[src/rtl/pspin_cfg_pkg.sv]
// ============================================================================
//  Module   : pspin_cfg_pkg
//  Purpose  : Shared cluster configuration and command/response types.
//  Revision : 1.0 - initial release
// ============================================================================
`default_nettype none

package pspin_cfg_pkg;

    localparam int unsigned NUM_CORES          = 8;
    localparam int unsigned NUM_CMD_INTERFACES = 3;
    localparam int unsigned NUM_HPU_CMDS       = 4;
    localparam int unsigned CORE_ID_W          = $clog2(NUM_CORES);

    // Two bits so that out-of-range interface ids can be expressed and flagged.
    typedef logic [1:0] pspin_cmd_intf_id_t;

    typedef struct packed {
        logic [CORE_ID_W-1:0] core_id;
        logic [1:0]           local_id;
    } pspin_cmd_id_t;

    typedef struct packed {
        pspin_cmd_id_t      cmd_id;
        pspin_cmd_intf_id_t intf_id;
        logic [31:0]        descr;
    } pspin_cmd_req_t;

    typedef struct packed {
        pspin_cmd_id_t cmd_id;
        logic [7:0]    status;
    } pspin_cmd_resp_t;

endpackage

`default_nettype wire

[src/rtl/pspin_cmd_rr_arb.sv]
// ============================================================================
//  Module   : pspin_cmd_rr_arb
//  Purpose  : Round-robin arbiter with pointer register, request mask and
//             grant-enable; the pointer moves past the winner on each grant.
//  Revision : 1.0 - initial release
// ============================================================================
`default_nettype none

module pspin_cmd_rr_arb #(
    parameter  int unsigned NUM_REQ = 8,
    localparam int unsigned IDX_W   = (NUM_REQ > 1) ? $clog2(NUM_REQ) : 1
) (
    input  logic               clk_i,
    input  logic               rst_i,
    input  logic [NUM_REQ-1:0] req_i,
    input  logic [NUM_REQ-1:0] mask_i,
    input  logic               en_i,
    output logic [NUM_REQ-1:0] gnt_o,
    output logic [IDX_W-1:0]   gnt_idx_o,
    output logic               gnt_valid_o
);

    localparam int unsigned CW = IDX_W + 1;

    logic [IDX_W-1:0]   ptr_q, ptr_d;
    logic [NUM_REQ-1:0] elig;
    logic [CW-1:0]      cand;

    assign elig = req_i & mask_i;

    // Scan from the pointer upward with wrap; first eligible requester wins.
    always_comb begin
        gnt_o       = '0;
        gnt_idx_o   = '0;
        gnt_valid_o = 1'b0;
        cand        = '0;
        for (int k = 0; k < NUM_REQ; k++) begin
            cand = {1'b0, ptr_q} + CW'(k);
            if (cand >= CW'(NUM_REQ)) cand = cand - CW'(NUM_REQ);
            if (en_i && !gnt_valid_o && elig[cand[IDX_W-1:0]]) begin
                gnt_valid_o                = 1'b1;
                gnt_idx_o                  = cand[IDX_W-1:0];
                gnt_o[cand[IDX_W-1:0]]     = 1'b1;
            end
        end
    end

    always_comb begin
        ptr_d = ptr_q;
        if (gnt_valid_o) begin
            ptr_d = (gnt_idx_o == IDX_W'(NUM_REQ - 1)) ? '0 : gnt_idx_o + IDX_W'(1);
        end
    end

    always_ff @(posedge clk_i or posedge rst_i) begin
        if (rst_i) ptr_q <= '0;
        else       ptr_q <= ptr_d;
    end

endmodule

`default_nettype wire

[src/rtl/pspin_cmd_arbiter.sv]
// ============================================================================
//  Module   : pspin_cmd_arbiter
//  Purpose  : Per-cluster HPU command arbiter: round-robin issue, interface
//             steering, shared completion return, per-core inflight counters.
//             Define PSPIN_CMD_ARB_CREDIT_EN to mask cores at MAX_INFLIGHT.
//  Revision : 1.0 - initial release
// ============================================================================
`default_nettype none

module pspin_cmd_arbiter
    import pspin_cfg_pkg::*;
#(
    parameter  int unsigned NUM_REQ      = NUM_CORES,
    parameter  int unsigned NUM_INTF     = NUM_CMD_INTERFACES,
    parameter  int unsigned MAX_INFLIGHT = NUM_HPU_CMDS,
    localparam int unsigned CNT_W        = $clog2(MAX_INFLIGHT + 1),
    localparam int unsigned REQ_IDX_W    = (NUM_REQ > 1) ? $clog2(NUM_REQ) : 1
) (
    input  logic                                clk_i,
    input  logic                                rst_i,
    input  logic            [NUM_REQ-1:0]       req_valid_i,
    output logic            [NUM_REQ-1:0]       req_ready_o,
    input  pspin_cmd_req_t  [NUM_REQ-1:0]       req_i,
    output logic            [NUM_INTF-1:0]      intf_valid_o,
    input  logic            [NUM_INTF-1:0]      intf_ready_i,
    output pspin_cmd_req_t                      intf_req_o,
    input  logic            [NUM_INTF-1:0]      resp_valid_i,
    output logic            [NUM_INTF-1:0]      resp_ready_o,
    input  pspin_cmd_resp_t [NUM_INTF-1:0]      resp_i,
    output logic                                cmpl_valid_o,
    input  logic                                cmpl_ready_i,
    output pspin_cmd_resp_t                     cmpl_o,
    output logic            [NUM_REQ-1:0][CNT_W-1:0] inflight_o,
    output logic                                err_o
);

    typedef logic [CNT_W-1:0] inflight_cnt_t;

    logic [NUM_INTF-1:0]          intf_valid_q, intf_valid_d;
    pspin_cmd_req_t               intf_req_q, intf_req_d;
    logic                         cmpl_valid_q, cmpl_valid_d;
    pspin_cmd_resp_t              cmpl_q, cmpl_d;
    inflight_cnt_t [NUM_REQ-1:0]  cnt_q, cnt_d;
    logic                         err_q, err_d;

    logic                  buf_free, cmpl_free;
    logic [NUM_REQ-1:0]    credit_mask;
    logic [REQ_IDX_W-1:0]  gnt_idx;
    logic                  gnt_valid, intf_id_ok, issue_ok;
    pspin_cmd_req_t        sel_req;
    logic                  resp_acc, cnt_err;
    pspin_cmd_resp_t       resp_sel;

    // Buffer frees up in the same cycle it drains, giving back-to-back issue.
    assign buf_free = ~(|intf_valid_q) | (|(intf_valid_q & intf_ready_i));

`ifdef PSPIN_CMD_ARB_CREDIT_EN
    always_comb begin
        for (int unsigned c = 0; c < NUM_REQ; c++) begin
            credit_mask[c] = (cnt_q[c] != CNT_W'(MAX_INFLIGHT));
        end
    end
`else
    assign credit_mask = '1;
`endif

    pspin_cmd_rr_arb #(.NUM_REQ(NUM_REQ)) u_rr_arb (
        .clk_i       (clk_i),
        .rst_i       (rst_i),
        .req_i       (req_valid_i),
        .mask_i      (credit_mask),
        .en_i        (buf_free),
        .gnt_o       (req_ready_o),
        .gnt_idx_o   (gnt_idx),
        .gnt_valid_o (gnt_valid)
    );

    assign sel_req    = req_i[gnt_idx];
    assign intf_id_ok = (32'(sel_req.intf_id) < NUM_INTF);
    assign issue_ok   = gnt_valid & intf_id_ok;

    always_comb begin
        intf_valid_d = intf_valid_q;
        intf_req_d   = intf_req_q;
        if (|(intf_valid_q & intf_ready_i)) intf_valid_d = '0;
        if (issue_ok) begin
            intf_req_d = sel_req;
            for (int unsigned i = 0; i < NUM_INTF; i++) begin
                intf_valid_d[i] = (32'(sel_req.intf_id) == i);
            end
        end
    end

    // Lowest-index completion wins whenever the output register can take it.
    assign cmpl_free = ~cmpl_valid_q | cmpl_ready_i;

    always_comb begin
        resp_ready_o = '0;
        resp_acc     = 1'b0;
        resp_sel     = '0;
        for (int unsigned i = 0; i < NUM_INTF; i++) begin
            if (cmpl_free && resp_valid_i[i] && !resp_acc) begin
                resp_ready_o[i] = 1'b1;
                resp_acc        = 1'b1;
                resp_sel        = resp_i[i];
            end
        end
        cmpl_valid_d = resp_acc ? 1'b1 : (cmpl_valid_q & ~cmpl_ready_i);
        cmpl_d       = resp_acc ? resp_sel : cmpl_q;
    end

    always_comb begin
        cnt_d   = cnt_q;
        cnt_err = 1'b0;
        for (int unsigned c = 0; c < NUM_REQ; c++) begin
            if (issue_ok && (32'(sel_req.cmd_id.core_id) == c) &&
                !(resp_acc && (32'(resp_sel.cmd_id.core_id) == c))) begin
                if (cnt_q[c] == CNT_W'(MAX_INFLIGHT)) cnt_err  = 1'b1;
                else                                  cnt_d[c] = cnt_q[c] + CNT_W'(1);
            end else if (resp_acc && (32'(resp_sel.cmd_id.core_id) == c) &&
                         !(issue_ok && (32'(sel_req.cmd_id.core_id) == c))) begin
                if (cnt_q[c] == '0) cnt_err  = 1'b1;
                else                cnt_d[c] = cnt_q[c] - CNT_W'(1);
            end
        end
    end

    assign err_d = (gnt_valid & ~intf_id_ok) | cnt_err;

    always_ff @(posedge clk_i or posedge rst_i) begin
        if (rst_i) begin
            intf_valid_q <= '0;
            intf_req_q   <= '0;
            cmpl_valid_q <= 1'b0;
            cmpl_q       <= '0;
            cnt_q        <= '0;
            err_q        <= 1'b0;
        end else begin
            intf_valid_q <= intf_valid_d;
            intf_req_q   <= intf_req_d;
            cmpl_valid_q <= cmpl_valid_d;
            cmpl_q       <= cmpl_d;
            cnt_q        <= cnt_d;
            err_q        <= err_d;
        end
    end

    assign intf_valid_o = intf_valid_q;
    assign intf_req_o   = intf_req_q;
    assign cmpl_valid_o = cmpl_valid_q;
    assign cmpl_o       = cmpl_q;
    assign inflight_o   = cnt_q;
    assign err_o        = err_q;

endmodule

`default_nettype wire
[config.mk]
export PLATFORM = sky130hd
export DESIGN_NAME = pspin_cmd_arbiter
export DESIGN_NICKNAME = d
export VERILOG_FILES = /design/src/rtl/pspin_cfg_pkg.sv /design/src/rtl/pspin_cmd_rr_arb.sv /design/src/rtl/pspin_cmd_arbiter.sv
export SDC_FILE = /design/constraint.sdc
export NUM_CORES = 1
export LEC_CHECK = 0
export CAP_MARGIN = 5
export CORE_AREA = 2 2 177 179
export CTS_CLUSTER_SIZE = 16
export DETAILED_ROUTE_END_ITERATION = 6
export DIE_AREA = 0 0 179 181
export PLACE_DENSITY = 0.58
export SYNTH_ARGS = -nofsm -noshare
export SYNTH_HDL_FRONTEND = slang
export SYNTH_SLANG_ARGS = --single-unit
[constraint.sdc]
create_clock -name clk_i -period 9.3 [get_ports clk_i]
set_clock_uncertainty 0.2 [all_clocks]
set_input_delay 2.79 -clock clk_i [delete_from_list [all_inputs] [get_ports clk_i]]
set_output_delay 2.79 -clock clk_i [all_outputs]
set_load 0.1 [all_outputs]
# Word-level counts from Yosys, hierarchy flattened
# Index checks and enable logic that the tools add are counted.
dict set report op_classes {
  bitwise 18
  n_reduce_logical 115
  addsub 32
  eq_ne 41
  multipliers 0
  shift 0
  n_mux 142
  div 0
  magnitude_cmp 26
}
# cell n
set ops {}
lappend ops {{$mux 3} 51}
lappend ops {{$bmux 39 s3} 1}
lappend ops {{$mux 8} 8}
lappend ops {{$mux 1} 62}
lappend ops {{$logic_and 1x1->1} 60}
lappend ops {{$or 8x8->8} 7}
lappend ops {{$eq 3x3->1 const B} 17}
lappend ops {{$sub 3x1->3 const B} 16}
lappend ops {{$mux 13} 3}
lappend ops {{$mux 39} 1}
lappend ops {{$lt 3x4->1 const B} 9}
lappend ops {{$ne 2x2->1 const B} 16}
lappend ops {{$logic_not 3->1} 10}
lappend ops {{$ge 4x4->1 const B} 7}
lappend ops {{$add 3x1->3 const B} 9}
lappend ops {{$logic_not 1->1} 25}
lappend ops {{$bmux 1 s3} 8}
lappend ops {{$demux 1 s3} 8}
lappend ops {{$ge 3x1->1 const B} 8}
lappend ops {{$reduce_and 3->1} 8}
lappend ops {{$reduce_bool 2->1} 9}
lappend ops {{$add 3x3->4 const B} 4}
lappend ops {{$eq 3x2->1 const B} 4}
lappend ops {{$add 3x2->4 const B} 2}
lappend ops {{other kinds (12)} 21}
dict set report word_totals {
  output_inout_bits 92
  elab_cells 393
  ff_bits 84
  memories 0
  ram_bits 0
  romBits 0
  latch_bits 0
}

# Depth between registers and ports, before layout
# Gate-level depths: netlist (run 1).
dict set report logic_depth {
  ltp_word 65
  ltp_mapped 29
  ltp_nobuf 21
}

# Hierarchy
# A second synthesis (run 1) with hierarchy kept.
dict set report hier_totals {
  hier_cells 845
  area_unflattened_um2 8323.0
}
# mod seq_area_each_um2 area_per_inst_um2 cells_each n_inst
set by_module_without_submodules {}
lappend by_module_without_submodules {pspin_cmd_arbiter 2026.9 6936.7 663 1}
lappend by_module_without_submodules {pspin_cmd_rr_arb 75.1 1386.3 182 1}

# Worst setup path before layout (run 1)
# OpenSTA, ideal clock, no wires.
dict set report synth_path {
  path_type {input port to output port}
  from {in intf_ready_i[2]}
  to {out req_ready_o[1]}
  cell_stages 10
  arrival_time_ps 6988
  slack_ps -678
  cell_sequence {a222oi_1 -> o31a_1 -> buf_2 -> nor2_1 -> nand2_1 -> and3_1 -> o21ai_0 -> o31ai_1 -> mux2i_1 -> o21ai_0}
}
dict set report synth_between {
  elab_chain_len 33
  word_cells_on_any_way 47
}
# element line_no
set synth_rtl {}
lappend synth_rtl {{start, declared} pspin_cmd_arbiter.sv:25} ;# input logic [NUM_INTF-1:0] intf_ready_i,
lappend synth_rtl {{$and 3x3->3 (*)} pspin_cmd_arbiter.sv:55} ;# assign buf_free = ~(|intf_valid_q) | (|(intf_valid_q & intf_ready_i));
lappend synth_rtl {{$reduce_or 3->1 (*)} pspin_cmd_arbiter.sv:55}
lappend synth_rtl {{$or 1x1->1 (*)} pspin_cmd_arbiter.sv:55}
lappend synth_rtl {{$logic_and 1x1->1} pspin_cmd_rr_arb.sv:40} ;# if (en_i && !gnt_valid_o && elig[cand[IDX_W-1:0]]) begin
lappend synth_rtl {{$mux 1} pspin_cmd_rr_arb.sv:40}
lappend synth_rtl {{$logic_not 1->1} pspin_cmd_rr_arb.sv:40}
lappend synth_rtl {{$logic_and 1x1->1 (2 in a row)} pspin_cmd_rr_arb.sv:40}
lappend synth_rtl {{$mux 1} pspin_cmd_rr_arb.sv:40}
lappend synth_rtl {{(+13 left out)} -}
lappend synth_rtl {{$logic_and 1x1->1 (2 in a row)} pspin_cmd_rr_arb.sv:40}
lappend synth_rtl {{$mux 1} pspin_cmd_rr_arb.sv:40}
lappend synth_rtl {{$logic_not 1->1} pspin_cmd_rr_arb.sv:40}
lappend synth_rtl {{$logic_and 1x1->1 (2 in a row)} pspin_cmd_rr_arb.sv:40}
lappend synth_rtl {{$mux 1} pspin_cmd_rr_arb.sv:40}
lappend synth_rtl {{$logic_not 1->1} pspin_cmd_rr_arb.sv:40}
lappend synth_rtl {{$logic_and 1x1->1 (2 in a row)} pspin_cmd_rr_arb.sv:40}
lappend synth_rtl {{$mux 8 (*)} pspin_cmd_rr_arb.sv:40}
lappend synth_rtl {{end, declared} pspin_cmd_arbiter.sv:22} ;# output logic [NUM_REQ-1:0] req_ready_o,
# Mark *: on every way between the ends. The rest lies on a longest branch, timed or not.

# Worst setup path after layout (run 1)
dict set report layout_path {
  from {in req_valid_i[7]}
  to {out req_ready_o[1]}
}
dict set report layout_between {
  elab_chain_len 32
  word_cells_on_any_way 60
}
# element line_no
set layout_rtl {}
lappend layout_rtl {{start, declared} pspin_cmd_arbiter.sv:21} ;# input logic [NUM_REQ-1:0] req_valid_i,
lappend layout_rtl {{$bmux 1 s3} pspin_cmd_rr_arb.sv:40}
lappend layout_rtl {{$mux 1 (not written as such)} pspin_cmd_rr_arb.sv:40}
lappend layout_rtl {{$logic_and 1x1->1} pspin_cmd_rr_arb.sv:40}
lappend layout_rtl {{$mux 1} pspin_cmd_rr_arb.sv:40}
lappend layout_rtl {{$logic_not 1->1} pspin_cmd_rr_arb.sv:40}
lappend layout_rtl {{$logic_and 1x1->1 (2 in a row)} pspin_cmd_rr_arb.sv:40}
lappend layout_rtl {{$mux 1} pspin_cmd_rr_arb.sv:40}
lappend layout_rtl {{$logic_not 1->1} pspin_cmd_rr_arb.sv:40}
lappend layout_rtl {{(+12 left out)} -}
lappend layout_rtl {{$logic_and 1x1->1 (2 in a row)} pspin_cmd_rr_arb.sv:40}
lappend layout_rtl {{$mux 1} pspin_cmd_rr_arb.sv:40}
lappend layout_rtl {{$logic_not 1->1} pspin_cmd_rr_arb.sv:40}
lappend layout_rtl {{$logic_and 1x1->1 (2 in a row)} pspin_cmd_rr_arb.sv:40}
lappend layout_rtl {{$mux 1} pspin_cmd_rr_arb.sv:40}
lappend layout_rtl {{$logic_not 1->1} pspin_cmd_rr_arb.sv:40}
lappend layout_rtl {{$logic_and 1x1->1 (2 in a row)} pspin_cmd_rr_arb.sv:40}
lappend layout_rtl {{$mux 8 (*)} pspin_cmd_rr_arb.sv:40}
# Mark *: on every way between the ends. The rest lies on a longest branch, timed or not. The select of a mux whose other input is x is not followed.

==> results.toml, run 1 <==
[die]
core-area_sq_um = 30300
die-area_sq_um = 32400
die_w_microns = 179
chipHeight_microns = 181
row_count = 64
io_pins = 460
initial_core_util_pct = 28.9

[global_routing]
grtUsageTotal_pct = 22.6
grt_max_degree = 69
grt_overflow = 0
top_usage_layer = "met2"
gr-usage-met2_pct = 39.2
grtUsageMet1_pct = 27.9
antenna_found_initial = 11
grt_first_pass_wirelength_microns = 55500
grtUsageMet3_pct = 6.59
grt_pass1_vias = 9185

[yosys]
synth_cells = 939
syn-num-nets = 1339
synth-main-ff-cell = "dfrtp_1"
synth_cell_types = 73
synth_seq_area_share_pct = 24.0
synth_seq_cells = 84
async_flop_share_pct = 100
syn_avg_cell_area_sq_um = 9.33
synth_edf_count = 0
ys_warn_count = 0
syn_area_sq_um = 8760

[timing]
rsz0062_at_grt = "false"
hold_viol = 0
max_freq_ghz = 0.112
slew_viol_final = 0
timing.final.crit_period_ns = 8.94
max_slew_margin_pct = 24.8
worst_pin_slew_ns = 1.13
fin_ws_ns = 0.363
setup-tns-final_ns = 0
setup_viol = 0
fin_crit_sh_pct = 96.1

[place]
io_buffer_count = 459
hpwlAfterDp_microns = 30900
dp_slack_ns = 0.409
gp_congestion = 0.878

[finish]
multi_input_area_sq_um = 6240
fin_util_pct = 46.4
area_delta_synth_final_pct = 60.8
nets = 1760
drive_above_1_share_pct = 13.8
n_fill_cell = 2896
register_area_sq_um = 2100

[clocking]
root_buffer = "clkbuf_16"
cts_setup_buffers = 0
postCtsHoldBufs = 0
htreeDepth = 3
clock-sinks = 84
clockBufferDepth = 2
cts_buffers = 9
clock_latency_ns = 0.35
tritoncts = "yes"
cts_resized = 0
clkSlewWorstSetupHoldPaths_ns = 0.07

[worst_setup_path]
endpoint_kind = "primary output"
crit_slowest_cell = "mux4_2"
required_ns = 6.31
start_kind = "input port"
path_cells = "clkdlybuf4s50_1 > mux4_2 > mux2_2 > o21ai_4 > and3_1 > o21ai_0 > o31ai_1 > mux2i_1 > o21ai_1 > buf_12"
crit_type = "in -> out"
rr_startpoint = "u_rr_arb.ptr_q[1]$_DFFE_PP0P_"
worst-path-max-fanout = 8
critPathLaunch = "req_valid_i[7]"
slowest_delay_ns = 0.55
critPathArrivalTime_ns = 5.95

[job]
cap_violations = 0

[detailed_routing]
dr.pass1.iters = 6
drt_wl_total_microns = 37900
wl_per_cell_microns = 21.4
drc_errors = 0
via_per_inst = 5.23
drt_iter0_drc = 553
vias = 9228
ant_nets = 0

[min_path]
hold_start = "cmpl_o[4]$_DFFE_PP0P_"
hp-class = "reg -> reg"

[run_status]
status = "complete, no violations"
-- layout make-up --
| class | instances | area share [%] |
|---|---|---|
| diodes | 4 | 0.0711 |
| clock buffers | 11 | 1.72 |
| clock inverters | 5 | 0.426 |
| inverters | 33 | 0.924 |
| multi-input cells | 755 | 44.3 |
| flip-flops and latches | 84 | 14.9 |
| well taps | 396 | 3.52 |
| repair buffers | 477 | 34.1 |
-- path summary, 6_finish.rpt --
path,to,slack [ns],cells after the start
setup / recovery,req_ready_o[1],0.36,10
hold / removal,cmpl_o[4]$_DFFE_PP0P_,0.28,2
setup reg to reg,err_o$_DFF_PP0_,2.28,19
hold reg to reg,cmpl_o[4]$_DFFE_PP0P_,0.28,2
max in group asynchronous,u_rr_arb.ptr_q[0]$_DFFE_PP0P_,5.14,3
min in group asynchronous,cmpl_o[1]$_DFFE_PP0P_,2.63,2
-- logic make-up after synthesis --
kind of cell	count (synthesis)	synth area share (%)
xor+xnor	11	1.10
flops	84	24.0
compound gates	197	17.0
simple gates	360	17.7
mux	155	29.8
buf+inv	100	5.09
fa+ha+maj	32	5.26
-- cell usage after synthesis, types with 9 or more instances --
cell	number	area, sq um
a211oi_1	15	113
a21oi_1	38	190
a222oi_1	11	110
a32o_1	9	90.1
and3_1	10	62.6
buf_1	10	37.5
buf_2	17	85.1
clkbuf_1	31	116
dfrtp_1	84	2100
ha_1	24	300
inv_1	32	120
mux2_2	36	405
mux2_4	9	135
mux2i_1	28	280
mux4_2	77	1730
nand2_1	189	709
nand3_1	26	130
nor2_1	76	285
nor3_1	15	75.1
o21ai_0	31	155
o31ai_1	10	75.1
xor2_1	10	87.6
-- routing by layer --
layer / wire length, microns / vias up
met2: 18700 / 351
met4: 510 / 12
met1: 15200 / 4457
met5: 69 / -
li1: - / 4367
met3: 3430 / 41
-- cell usage in the layout, fill, tap and decap left out, drive strengths merged, types with 15 or more instances in the layout --
| cell type | Yosys | routed |
|---|---|---|
| mux4 | 77 | 77 |
| a211oi | 15 | 15 |
| nor2 | 77 | 77 |
| o21ai | 33 | 33 |
| buf | 35 | 29 |
| nor3 | 15 | 15 |
| mux2 | 50 | 50 |
| ha | 24 | 24 |
| nand2 | 189 | 189 |
| dfrtp | 84 | 84 |
| nand3 | 26 | 26 |
| mux2i | 28 | 28 |
| a21oi | 39 | 39 |
| clkdlybuf4s50 | 0 | 448 |
| inv | 33 | 33 |
-- stage by stage --
step / cell area, sq um / hold slack, ns / std cells
CTS: 14100 / 0.282 / 1761
global placement: 13800 / 0.260 / 1745
finish: 14100 / 0.279 / 1765
floorplan: 8770 / 0.675 / 939
detailed placement: 13800 / 0.264 / 1745
global route: 14100 / 0.301 / 1762
-- critical path, delay by kind of cell --
family                 cells  cell delay, ns
AO/OA/AOI/OAI              4            1.11
buffers and inverters      2            0.71
multiplexers               3            1.08
AND/OR/NAND/NOR            1            0.23
-- state kept, by name (all words and copies together), names as in the netlist --
register	count
intf_req_o	39
u_rr_arb.ptr_q	3
intf_valid_o	3
cmpl_valid_o	1
cmpl_o	13
inflight_o	24
err_o	1
Power of run 1 is left out: the tool's default activity adds up to more than one toggle a clock period on the data nets, which glitch-free logic cannot reach.
==> inputs of run 2 (changes only) <==
--- a/config.mk
+++ b/config.mk
@@ -10,7 +10,7 @@
 export CTS_CLUSTER_SIZE = 16
 export DETAILED_ROUTE_END_ITERATION = 6
 export DIE_AREA = 0 0 179 181
-export PLACE_DENSITY = 0.58
+export PLACE_DENSITY = 0.73
 export SYNTH_ARGS = -nofsm -noshare
 export SYNTH_HDL_FRONTEND = slang
 export SYNTH_SLANG_ARGS = --single-unit
==> run 2 against run 1 <==
  * First-iteration DRC count increased by 32%
  * Sequential share of layout area hardly changed
  * Setup slack better by 0.017 ns
  * Global-route usage down 0.86 points
  * Sequential cell count unchanged
  * Routed wire length down 3.4%
  * Critical endpoint is now req_ready_o[3]
  * Largest cell class unchanged
  * Highest routed layer unchanged
==> results.toml, run 2 (same netlist as run 1, synthesis figures left out) <==
[place]
dp_slack_ns = 0.439
io_buffer_count = 459
dp.cells = 1744
hpwlAfterDp_microns = 30000
gp_congestion = 0.906

[timing]
max_freq_ghz = 0.112
setup-tns-final_ns = 0
rsz0062_at_grt = "false"
fin_ws_ns = 0.380
slew_viol_final = 0
hold_viol = 0
timing.final.crit_period_ns = 8.92
fin_crit_sh_pct = 95.9
setup_viol = 0
max_slew_margin_pct = 24.8
worst_pin_slew_ns = 1.13

[die]
row_count = 64
io_pins = 460
initial_core_util_pct = 28.9
die-area_sq_um = 32400
core-area_sq_um = 30300
chipHeight_microns = 181
die_w_microns = 179

[finish]
mostFrequentLayoutCells = "clkdlybuf4s50_1 (448), nand2_1 (189), dfrtp_1 (83), mux4_2 (77), nor2_1 (76)"
final_common_cell = "clkdlybuf4s50_1"
largest_register_ffs = 39
post_layout_nonfiller_instances = 1762
nets = 1759
area_delta_synth_final_pct = 60.7
n_fill_cell = 2839
drive_above_1_share_pct = 13.8
fin_util_pct = 46.4

[worst_setup_path]
critPathLaunch = "req_valid_i[3]"
critPathArrivalTime_ns = 5.93
endpoint_kind = "primary output"
crit_type = "in -> out"
worst-path-max-fanout = 8
rr_startpoint = "u_rr_arb.ptr_q[1]$_DFFE_PP0P_"
reg2reg_slack_ns = 2.10
start_kind = "input port"
endpoint = "req_ready_o[3]"
timing.rr.end = "err_o$_DFF_PP0_"
required_ns = 6.31
rr_worst_depth = 22

[clocking]
cts_resized = 0
cts_buffers = 9
clock-sinks = 84
clockBufferDepth = 2
root_buffer = "clkbuf_16"
tritoncts = "yes"
htreeDepth = 3
cts_setup_buffers = 0
clkSlewWorstSetupHoldPaths_ns = 0.08
clock_latency_ns = 0.35
postCtsHoldBufs = 0

[detailed_routing]
via_per_inst = 5.40
wl_per_cell_microns = 20.8
vias = 9514
ant_nets = 0
drc_errors = 0
dr.pass1.iters = 5
drt_wl_total_microns = 36600
drt_iter0_drc = 732

[global_routing]
antenna_found_initial = 9
grt_max_degree = 71
grt_first_pass_wirelength_microns = 54000
grt_overflow = 0
grt_pass1_vias = 9448
grtUsageTotal_pct = 21.8

[run_status]
status = "complete, no violations"

[job]
cap_violations = 0

[min_path]
hp-class = "reg -> reg"
==> run 2: cell count changes in the layout (fill, tap and decap cells not counted) <==
cell,before,now
buf_4,21,20
clkbuf_1,1,0
diode_2,4,2
clkbuf_8,1,0
inv_8,0,1
inv_6,1,3
clkinv_4,1,0
==> run 2: worst min path at each step <==
stage | startpoint | to | slack, ns | cells after the start
6_report | cmpl_o[4]$_DFFE_PP0P_ | cmpl_o[4]$_DFFE_PP0P_ | 0.29 | 2
2_1_floorplan | u_rr_arb.ptr_q[2]$_DFFE_PP0P_ | u_rr_arb.ptr_q[2]$_DFFE_PP0P_ | 0.67 | 3
4_1_cts | cmpl_o[5]$_DFFE_PP0P_ | cmpl_o[5]$_DFFE_PP0P_ | 0.29 | 2
3_3_place_gp | cmpl_o[7]$_DFFE_PP0P_ | cmpl_o[7]$_DFFE_PP0P_ | 0.26 | 2
3_5_place_dp | cmpl_o[10]$_DFFE_PP0P_ | cmpl_o[10]$_DFFE_PP0P_ | 0.27 | 1
5_1_grt | cmpl_o[10]$_DFFE_PP0P_ | cmpl_o[10]$_DFFE_PP0P_ | 0.32 | 1
==> run 2: area by class of cell <==
cell class | instances | area [sq um] | area share, %
Multi-Input combinational cell | 755 | 6240 | 44.3
Antenna cell | 2 | 5.00 | 0.0356
Timing Repair Buffer | 476 | 4790 | 34.1
Sequential cell | 84 | 2100 | 14.9
Clock inverter | 7 | 80.1 | 0.569
Tap cell | 396 | 495 | 3.52
Inverter | 33 | 130 | 0.925
Clock buffer | 9 | 225 | 1.60
==> run 2: metrics by stage <==
step,area [sq um],hold slack [ns]
6_report,14100,0.287
5_1_grt,14100,0.319
4_1_cts,14100,0.290
3_5_place_dp,13800,0.269
3_3_place_gp,13800,0.260
2_1_floorplan,8770,0.675
==> run 2: layer usage <==
layer | global-route usage, % | share of wire, % | routed length, microns
met5 | 0 | 0.27 | 100
met4 | 5.53 | 2.1 | 769
met3 | 6.61 | 9.9 | 3610
met2 | 38.4 | 50 | 18200
met1 | 25.4 | 38 | 13900
==> run 2: critical path, cell delays in order <==
cell and delay, ns:
clkdlybuf4s50_1 0.50, mux4_2 0.55, mux2_2 0.35, o21ai_4 0.26, and3_1 0.24, o21ai_0 0.17, o31ai_1 0.40, mux2i_1 0.21
o21ai_1 0.25, buf_12 0.21
Power of run 2 is left out for the same reason.
==> inputs of run 3 (changes only) <==
--- a/config.mk
+++ b/config.mk
@@ -10,6 +10,7 @@
 export CTS_CLUSTER_SIZE = 16
 export DETAILED_ROUTE_END_ITERATION = 6
 export DIE_AREA = 0 0 179 181
+export MAX_ROUTING_LAYER = met4
 export PLACE_DENSITY = 0.73
 export SYNTH_ARGS = -nofsm -noshare
 export SYNTH_HDL_FRONTEND = slang
==> constraint.sdc (replaced) <==
create_clock -name clk_i -period 10.9 [get_ports clk_i]
set_clock_uncertainty 0.2 [all_clocks]
set_input_delay 3.27 -clock clk_i [delete_from_list [all_inputs] [get_ports clk_i]]
set_output_delay 3.27 -clock clk_i [all_outputs]
set_load 0.1 [all_outputs]
==> run 3 against run 2 <==
  * The flow now finishes with violations (DRC)
  * Register-to-register slack improved by 1.1 ns
  * Cell count is 0.11% lower
  * Hold slack lost 0.011 ns
  * Die area is the same
  * Highest routed layer is now met4
  * Design area decreased by 0.35%
  * Sequential share of layout area up 0.052 points
  * Via count fell by 0.90%
  * Utilization fell by 0.16 points
  * Global-route usage is 0.96 points higher
==> results.toml, run 3 (same netlist as run 1, synthesis figures left out) <==
[run_status]
status = "finished, violations left"
violations = "DRC"

[worst_setup_path]
worst-path-max-fanout = 10
critPathArrivalTime_ns = 6.62
endpoint_kind = "primary output"
crit_type = "in -> out"
required_ns = 7.43
rr_startpoint = "u_rr_arb.ptr_q[0]$_DFFE_PP0P_"
reg2reg_slack_ns = 3.18
timing.rr.end = "err_o$_DFF_PP0_"
start_kind = "input port"
rr_worst_depth = 21

[finish]
register_area_sq_um = 2100
drive_above_1_share_pct = 13.0
n_fill_cell = 2865
final_common_cell = "clkdlybuf4s50_1"
area_delta_synth_final_pct = 60.1
nets = 1754
largest_register_ffs = 39
mostFrequentLayoutCells = "clkdlybuf4s50_1 (451), nand2_1 (189), dfrtp_1 (83), mux4_2 (77), nor2_1 (76)"
multi_input_area_sq_um = 6220

[detailed_routing]
drt_wl_total_microns = 37100
drt_iter0_drc = 744
drc_errors = 7
vias = 9428
dr.pass1.iters = 7
ant_nets = 0
wl_per_cell_microns = 21.1
via_per_inst = 5.36

[timing]
timing.final.crit_period_ns = 10.09
hold_viol = 0
worst_pin_slew_ns = 1.12
setup-tns-final_ns = 0
max_slew_margin_pct = 25.0
max_freq_ghz = 0.0991
fin_crit_sh_pct = 92.6
slew_viol_final = 0
setup_viol = 0
rsz0062_at_grt = "false"

[clocking]
clock_latency_ns = 0.35
htreeDepth = 3
clockBufferDepth = 2
clock-sinks = 84
postCtsHoldBufs = 0
cts_buffers = 9
tritoncts = "yes"
clkSlewWorstSetupHoldPaths_ns = 0.07
cts_resized = 0
root_buffer = "clkbuf_16"
cts_setup_buffers = 0

[place]
io_buffer_count = 459
gp_congestion = 0.964
hpwlAfterDp_microns = 29800

[global_routing]
antenna_found_initial = 5
grt_pass1_vias = 9254
grt_first_pass_wirelength_microns = 54300
grt_overflow = 0
grtUsageTotal_pct = 22.7
grt_max_degree = 70

[job]
cap_violations = 0

[die]
io_pins = 460
initial_core_util_pct = 28.9
chipHeight_microns = 181
core-area_sq_um = 30300
die-area_sq_um = 32400
die_w_microns = 179
row_count = 64

[min_path]
hp-class = "reg -> reg"
hold_start = "cmpl_o[0]$_DFFE_PP0P_"
min_path_cells = 2
hold_end = "cmpl_o[0]$_DFFE_PP0P_"
==> run 3: stage by stage <==
step | hold WS (ns) | std cells | area (sq um) | utilization, % | setup slack (ns)
after floorplan | 0.675 | 939 | 8760 | - | 0.0576
after global placement | 0.259 | 1739 | 13700 | 45.2 | 0.898
after detailed placement | 0.265 | 1739 | 13700 | 45.2 | 0.888
after CTS | 0.283 | 1755 | 14000 | 46.2 | 0.881
after global routing | 0.302 | 1760 | 14000 | 46.2 | 0.614
final | 0.276 | 1760 | 14000 | 46.2 | 0.810
==> run 3: worst max-delay path by stage <==
stage | start | endpoint | slack, ns | cells past startpoint
global route | intf_ready_i[2] | req_ready_o[5] | 0.61 | 12
CTS | intf_ready_i[2] | req_ready_o[5] | 0.88 | 12
floorplan | intf_ready_i[2] | req_ready_o[5] | 0.06 | 10
detailed placement | intf_ready_i[2] | req_ready_o[5] | 0.89 | 12
global placement | intf_ready_i[2] | req_ready_o[2] | 0.90 | 12
finish | intf_ready_i[2] | req_ready_o[5] | 0.81 | 12
==> run 3: layer usage <==
layer | global-route usage (%) | part of all wire [%]
met5 | - | 0
met4 | 5.79 | 2.6
met3 | 5.45 | 9.1
met2 | 37.8 | 49
met1 | 27.5 | 40
==> run 3: cell type report <==
type                            instances  share of cell area (%)
Timing Repair Buffer                  471                    34.0
Clock inverter                          7                   0.491
Antenna cell                            5                  0.0892
Clock buffer                            9                    1.61
Multi-Input combinational cell        755                    44.4
Tap cell                              396                    3.53
Sequential cell                        84                    15.0
Inverter                               33                   0.928
==> run 3: critical path, cell delays in order <==
cell and delay [ns]:
clkdlybuf4s50_1 0.40, a222oi_1 0.39, buf_4 0.21, o31a_1 0.36, nor2_1 0.19, nand2_1 0.29, and3_1 0.25, o21ai_0 0.16
o21ai_0 0.34, mux2i_1 0.16, o21ai_0 0.35, buf_12 0.23
Power of run 3 is left out for the same reason.
